`src/rtl/hazard_scoreboard.sv`:
```
// Register-file hazard scoreboard: one 2-bit in-flight write counter per GPR,
// producing stall/flush controls for IF/ID and ID/EX plus stall statistics.
module hazard_scoreboard (
   input  logic        i_clk,
   input  logic        i_reset_n,
   input  logic        i_id_valid,
   input  logic [4:0]  i_id_rs1,
   input  logic [4:0]  i_id_rs2,
   input  logic        i_id_use_rs1,
   input  logic        i_id_use_rs2,
   input  logic        i_id_regwrite,
   input  logic [4:0]  i_id_rd,
   input  logic        i_ex_redirect,
   input  logic        i_wb_valid,
   input  logic        i_wb_regwrite,
   input  logic [4:0]  i_wb_rd,
   output logic        o_stall,
   output logic        o_flush_if_id,
   output logic        o_flush_id_ex,
   output logic [31:0] o_busy_mask,
   output logic [15:0] o_stall_cycles,
   output logic        o_err
);

   logic [31:0][1:0] r_count;
   logic [31:0][1:0] w_count_nxt;
   logic [15:0]      r_stall_cycles;
   logic             r_err;
   logic [31:0]      w_busy;
   logic [31:0]      w_inc_vec;
   logic [31:0]      w_dec_vec;
   logic             w_hazard;
   logic             w_stall;
   logic             w_issue;
   logic             w_retire;
   logic             w_err_set;

   // Busy decode from registered counts only, so WB inputs never reach o_stall.
   always_comb begin
      w_busy = 32'd0;
      for (int n = 1; n < 32; n++) begin
         w_busy[n] = (r_count[n] != 2'd0);
      end
   end

   assign w_hazard = i_id_valid &
                     ((i_id_use_rs1 & w_busy[i_id_rs1]) |
                      (i_id_use_rs2 & w_busy[i_id_rs2]));
   assign w_stall  = w_hazard & ~i_ex_redirect;
   assign w_issue  = i_id_valid & ~w_stall & ~i_ex_redirect & i_id_regwrite &
                     (i_id_rd != 5'd0);
   assign w_retire = i_wb_valid & i_wb_regwrite & (i_wb_rd != 5'd0);

   assign w_inc_vec = {31'd0, w_issue}  << i_id_rd;
   assign w_dec_vec = {31'd0, w_retire} << i_wb_rd;

   // Per-register next count; simultaneous issue+retire to one rd cancels out.
   always_comb begin
      w_count_nxt = r_count;
      w_err_set   = 1'b0;
      for (int n = 1; n < 32; n++) begin
         case ({w_inc_vec[n], w_dec_vec[n]})
            2'b10: begin
               if (r_count[n] == 2'd3) begin
                  w_err_set = 1'b1;
               end else begin
                  w_count_nxt[n] = r_count[n] + 2'd1;
               end
            end
            2'b01: begin
               if (r_count[n] == 2'd0) begin
                  w_err_set = 1'b1;
               end else begin
                  w_count_nxt[n] = r_count[n] - 2'd1;
               end
            end
            default: w_count_nxt[n] = r_count[n];
         endcase
      end
      w_count_nxt[0] = 2'd0;
   end

   // State update; reset overrides any issue/retire in the same cycle.
   always_ff @(posedge i_clk) begin
      if (!i_reset_n) begin
         r_count        <= '0;
         r_err          <= 1'b0;
         r_stall_cycles <= 16'd0;
      end else begin
         r_count <= w_count_nxt;
         r_err   <= r_err | w_err_set;
         if (w_stall && (r_stall_cycles != 16'hFFFF)) begin
            r_stall_cycles <= r_stall_cycles + 16'd1;
         end else begin
            r_stall_cycles <= r_stall_cycles;
         end
      end
   end

   assign o_stall        = w_stall;
   assign o_flush_if_id  = i_ex_redirect;
   assign o_flush_id_ex  = w_stall | i_ex_redirect;
   assign o_busy_mask    = w_busy;
   assign o_stall_cycles = r_stall_cycles;
   assign o_err          = r_err;

endmodule

```
`config.mk`:
```
export PLATFORM = sky130hd
export DESIGN_NAME = hazard_scoreboard
export DESIGN_NICKNAME = d
export VERILOG_FILES = /design/src/rtl/hazard_scoreboard.sv
export SDC_FILE = /design/constraint.sdc
export NUM_CORES = 1
export LEC_CHECK = 0
export BUFFER_PORTS_ARGS = -buffer_cell sky130_fd_sc_hd__clkbuf_2
export CAP_MARGIN = 20
export CORE_ASPECT_RATIO = 0.9
export CORE_MARGIN = 2
export CORE_UTILIZATION = 55
export CTS_CLUSTER_DIAMETER = 100
export DETAILED_ROUTE_END_ITERATION = 7
export PLACE_DENSITY = 0.72
export SYNTH_ARGS = -nofsm -noshare
export SYNTH_HDL_FRONTEND = slang
export SYNTH_SLANG_ARGS = --single-unit
```
`constraint.sdc`:
```
create_clock -name i_clk -period 6.7 [get_ports i_clk]
set_clock_uncertainty 0.15 [all_clocks]
set_input_delay 0 -clock i_clk [delete_from_list [all_inputs] [get_ports i_clk]]
set_output_delay 0 -clock i_clk [all_outputs]
set_load 0.05 [all_outputs]
```
### Word-level counts from Yosys, hierarchy flattened

Cells that the tools add are included.

* shift operators: 2
* muxes and demuxes: 190
* reductions and logical operators: 127
* bitwise gates (word level): 15
* $lt $le $gt $ge: 2
* equal/unequal tests: 156
* $add $sub $neg: 63

Operators with widths (count)
* 2-bit == test, second input constant: 62
* 2-bit 2-to-1 mux: 62
* 2-bit inequality test, second input constant: 62
* 2-bit one-hot mux with 2 select lines: 31
* 2-bit nonzero test: 62
* 3-bit AND reduction: 31
* 1-bit 2-to-1 mux: 64
* 1-bit by 5-bit left shift with 32-bit output: 2
* 2-bit by 1-bit adder with 2-bit output, second input constant: 31
* 2-bit by 1-bit == test with 1-bit output, second input constant: 31
* 2-bit zero test: 31
* 1-bit one-hot mux with 2 select lines: 31
* 2-bit by 1-bit subtractor with 2-bit output, second input constant: 31
* 16-bit by 1-bit adder with 16-bit output, second input constant: 1
* 16-bit inequality test, second input constant: 1
* 5-bit by 6-bit less-than comparator with 1-bit output, second input constant: 2
* 1-bit bitwise AND: 10
* 1-bit binary-select mux with 5-bit select: 2
* 5-bit nonzero test: 2
* 1-bit OR: 3
* 1-bit inverter: 2
* 1-bit logical AND: 1

* word-level logic and storage cells: 588
* input port bits: 29
* register bits after elaboration: 79

### Depth between registers and ports, before layout

* depth after elaboration: 76
* mapped depth: 19

### Worst setup path after synthesis

OpenSTA, ideal clock, no wires.

* kind: register to register
* from: register r_count[34] (netlist name)
* to: register r_err, in the netlist o_err
* path slack: 2619 ps
* buffers on the path: 2
* stages on the path, launching flop included: 18
* setup time: 131 ps
* data arrival time: 3800 ps
* path through: dfxtp_1 nor3_1 a2111oi_0 or4_1 o2111a_1 or4_1 buf_6 nor4_4 buf_2 nand2_1 ha_1 nand2b_1 nor2_1 a21oi_1 o22ai_1 or4_1 nor4_1 a31oi_1

* longest elaborated chain between the ends: 76
* elaborated cells on any way between the ends: 172

Ends and longest elaborated chain
* start, declared: line 25 `logic [31:0][1:0] r_count;`
* start signal, assigned: line 90 `r_count <= w_count_nxt;`
* 2-bit nonzero test: line 42 `w_busy[n] = (r_count[n] != 2'd0);`
* 1-bit binary-select mux with 5-bit select (on tied branches): line 47, 48
* 1-bit 2-to-1 mux (on tied branches): line 47, 48
* 1-bit bitwise AND (on tied branches): line 47, 48
* 1-bit OR: line 47 `((i_id_use_rs1 & w_busy[i_id_rs1]) |`
* 1-bit bitwise AND: line 46 `assign w_hazard = i_id_valid &`
* 1-bit bitwise AND: line 49 `assign w_stall = w_hazard & ~i_ex_redirect;`
* 1-bit inverter: line 50 `assign w_issue = i_id_valid & ~w_stall & ~i_ex_redirect & i_id_regwrite &`
* [60 not listed]
* 1-bit one-hot mux with 2 select lines: line 62 `case ({w_inc_vec[n], w_dec_vec[n]})`
* 1-bit 2-to-1 mux (on tied branches): line 71, 64
* 1-bit one-hot mux with 2 select lines: line 62
* 1-bit 2-to-1 mux (on tied branches): line 71, 64
* 1-bit one-hot mux with 2 select lines: line 62
* 1-bit 2-to-1 mux (on tied branches): line 71, 64
* 1-bit one-hot mux with 2 select lines *: line 62
* 1-bit OR *: line 91 `r_err <= r_err | w_err_set;`
* end signal, assigned: line 91
* end, declared: line 28 `logic r_err;`

Mark *: on every way between the ends. The rest lies on a longest branch, timed or not. The select of a mux whose other input is x is not followed.
A chain may end at the register's enable or synchronous reset.

### Final worst setup path

* from: register r_count[42] (netlist name)
* to: register r_err, in the netlist o_err

The elaborated chain is that of the path after synthesis.

==> summary.md <==
| Metric | Value |
|---|---|
| DRT iter0 DRCs | 725 |
| Die height | 110 µm |
| M1 GR Usage | 0.416 |
| Slew HR | 0.469 |
| Drt pass-1 iters | 6 |
| Post-synthesis cell area | 6880 µm² |
| Clk_lat worst skew | 0.36 ns |
| Yosys top cell by area | dfxtp_1 |
| Antenna diode count | 0 |
| Net Sw Frac | 0.285 |
| Crit-path max FO | 8 |
| Pwr Density | 139 nW/µm² |
| Clock network fraction of total power | 0.450 |
| Vias in the first global route | 6093 |
| FF+latch count, synth | 79 |
| Worst-Margin Slew | 0.796 ns |
| Top-area cell type share of the netlist area | 0.230 |
| CTS Buf Count | 9 |
| Post-synth EDFFs | 0 |
| Internal | 0.755 mW |
| First-pass GRT wire length | 31400 µm |
| Root Driver | clkbuf_16 |
| Max-cap violations | 0 |
| H-Tree Depth | 3 |
| Post-synthesis mux area share | 0.0518 |
| CP Class | flop to flop |
| Setup TNS | 0 ns |
| Hold Slack | 0.212 ns |
| Status | complete, no violations |
| Switching power | 0.301 mW |
| Sequential group share of total power | 0.447 |
| Die W | 122 µm |
| CP max stage delay | 0.77 ns |
| Adder-cell share of the synthesized area | 0.115 |
| Share of layout cells above drive strength 1 | 0.141 |
| Final setup violation count | 0 |
| CP required | 6.76 ns |
| Unique masters post-synth | 61 |
| Num rows | 38 |
| Fillers | 1198 |
| Final hold viol count | 0 |
| P&R area growth vs syn | 10.5% |
| Clock tree sinks | 79 |
| Post-Syn Nets | 1035 |
| Via count | 6930 |
| Critical path endpoint category | flop |
| Asr flop ratio synth | 0 |
| Post-route setup slack | 1.65 ns |
| Routed vias/inst | 5.94 |
| CTS clk-pin slew, worst paths | 0.07 ns |
| WL per Instance | 17.2 µm |
| Pre-CTS setup slack | 1.88 ns |
| Met2 Track Usage GR | 0.475 |
| TritonCTS clock tree | built |
| Critical Path Most Common Cell | or4_1 |
| Routed Antenna Nets | 0 |
| Area contributors post-synth | dfxtp_1, ha_1, nor2_1 |
| Initial antenna violation count | 0 |
| Synth Area in Compound Gates | 0.186 |
| Fmax | 198 MHz |
| RSZ-0062 raised after global routing | no |
| Final clock period utilization by the worst path | 0.754 |
| Core ar. | 12100 µm² |
| Synth Instances | 943 |
| Dominant synthesized flop cell | dfxtp_1 |
| Synth Area in Simple Gates | 0.344 |
| Nets | 1094 |
| Total global-route track usage | 0.307 |
| Worst-case clock buffer depth | 2 |
| Synth Area in XOR/XNOR | 0.0102 |
| Slowest-stage cell, CP | or4_1 |
| Busiest layer in global routing | met2 |
| VDD IR-drop max | 0.191 mV |
| Register area share after synthesis | 0.230 |
| Met3 Usage GRT | 0.0782 |
| Static Leakage | 3.02 nW |
| CP arrival | 5.11 ns |
| GR Overflow Total | 0 |
| Avg Cell Area, Syn | 7.30 µm² |
| DRC | 0 |
| Power share of the combinational group | 0.102 |
| Ports | 81 |
| Worst min-delay path class | primary input to output port |
| Fin. max-slew vios | 0 |
| Port bufs | 79 |
| Post-CTS setup buffer count | 0 |
| FF-to-FF setup slack | 1.65 ns |
| GPL Wtd Cong | 0.983 |
| Critical Path Start Type | flop |
| Post-layout min period | 5.05 ns |
| Synth warn | 0 |
| Die area | 13400 µm² |
| Largest family of logic cells by synthesized area | simple AND/OR/NAND/NOR gates |
| Total wire length | 20100 µm |
| Post-DP HPWL | 15300 µm |
| Critical Path, Cell by Cell | nor2_1 -> a2111oi_0 -> or4_1 -> o2111a_1 -> or4_1 -> nor4_2 -> nand2_1 -> ha_1 -> nand2b_1 -> mux2_2 -> o22ai_1 -> or4_1 -> nor4_1 -> a31oi_1 |
| Largest net degree at the start of global routing | 46 |
| Initial Utilization | 0.568 |
-- cells in the mapped netlist (11+ instances only) --
master	n
nor2_1	183
and2_1	14
a21oi_1	83
ha_1	63
a22oi_1	11
nand2_1	58
nor3_1	27
inv_1	68
o21ai_0	28
o31ai_1	12
nor2b_1	31
mux2_2	17
a221oi_1	20
or4_1	17
clkbuf_1	22
dfxtp_1	79
o22ai_1	15
nand2b_1	68
-- cell families (layout without fill, tap and decap cells) --
kind of cell,after synthesis,in the layout
simple gates,462,462
compound gates,201,201
buf+inv,103,167
flops,79,79
fa+ha+maj,63,63
mux,26,26
xor+xnor,8,8
other cells,1,1
-- cell usage in the layout, fill, tap and decap left out, types with 4 or more instances in the layout --
master / n
a21oi_1: 83
a221oi_1: 20
a22oi_1: 11
and2_1: 14
and3_1: 8
clkbuf_16: 9
clkbuf_2: 79
dfxtp_1: 79
ha_1: 63
inv_1: 68
mux2_2: 17
mux4_2: 6
nand2_1: 58
nand2b_1: 68
nand3_1: 8
nand3b_1: 5
nand4_1: 4
nor2_1: 183
nor2b_1: 31
nor3_1: 27
nor4_1: 8
o21ai_0: 28
o22ai_1: 15
o31ai_1: 12
or2_2: 8
or3b_2: 4
or4_1: 17
xnor2_1: 8
-- final cells by class --
cell class,count,area (µm²),area share
clock inverter,6,43.8,0.00576
clock buffer,10,229,0.0301
tap,160,200,0.0263
timing repair buffer,82,420,0.0553
sequential,79,1580,0.208
multi-input combinational,761,4870,0.641
inverter,69,259,0.0341
-- worst paths after layout --
check | start | endpoint | depth (start not counted)
worst max-delay path | r_count[42]$_SDFFE_PN0P_ | o_err$_SDFF_PN0_ | 14
worst min register to register | o_stall_cycles[12]$_SDFFE_PN0P_ | o_stall_cycles[12]$_SDFFE_PN0P_ | 2
worst min-delay path | i_ex_redirect | o_flush_if_id | 2
worst max register to register | r_count[42]$_SDFFE_PN0P_ | o_err$_SDFF_PN0_ | 14
-- repair_timing --
item                      CTS  global route
hold buffers                1             0
hold endpoints to repair    6             0
gates resized for setup     0             0
-- per-layer routing --
| layer | part of all wire | wire length, µm | up-vias |
|---|---|---|---|
| met1 | 0.45 | 8980 | 3161 |
| li1 | - | - | 3420 |
| met2 | 0.43 | 8660 | 308 |
| met4 | 0.030 | 608 | 0 |
| met3 | 0.092 | 1840 | 41 |
| met5 | 0 | 0 | - |
-- flip-flops by register name (all words and copies together), names as in the netlist --
signal,count
o_err,1
o_stall_cycles,16
r_count,62
-- critical path: cells and delay by family, from the launching register on --
| family | cells | cell delay, ns |
|---|---|---|
| compound gates | 4 | 0.59 |
| fa+ha+maj | 1 | 0.28 |
| flops | 1 | 0.35 |
| mux | 1 | 0.14 |
| simple gates | 8 | 3.38 |
-- metrics by stage --
| stage | std cells | cell area, µm² | utilization | power, mW |
|---|---|---|---|---|
| floorplan | 943 | 6880 | - | 0.557 |
| detailed placement | 1150 | 7320 | 0.604 | 0.588 |
| global route | 1167 | 7610 | 0.627 | 1.09 |
| global placement | 1150 | 7320 | 0.604 | 0.587 |
| CTS | 1167 | 7610 | 0.627 | 1.06 |
| finish | 1167 | 7610 | 0.627 | 1.06 |
-- power groups by stage --
stage	sequential (mW)	combinational (mW)	clock (mW)
CTS	0.472	0.106	0.483
detailed placement	0.483	0.105	0
floorplan	0.484	0.0726	0
global placement	0.483	0.104	0
global route	0.472	0.116	0.497
finish	0.472	0.108	0.476
Note: power is estimated with default switching activity, not from simulation.
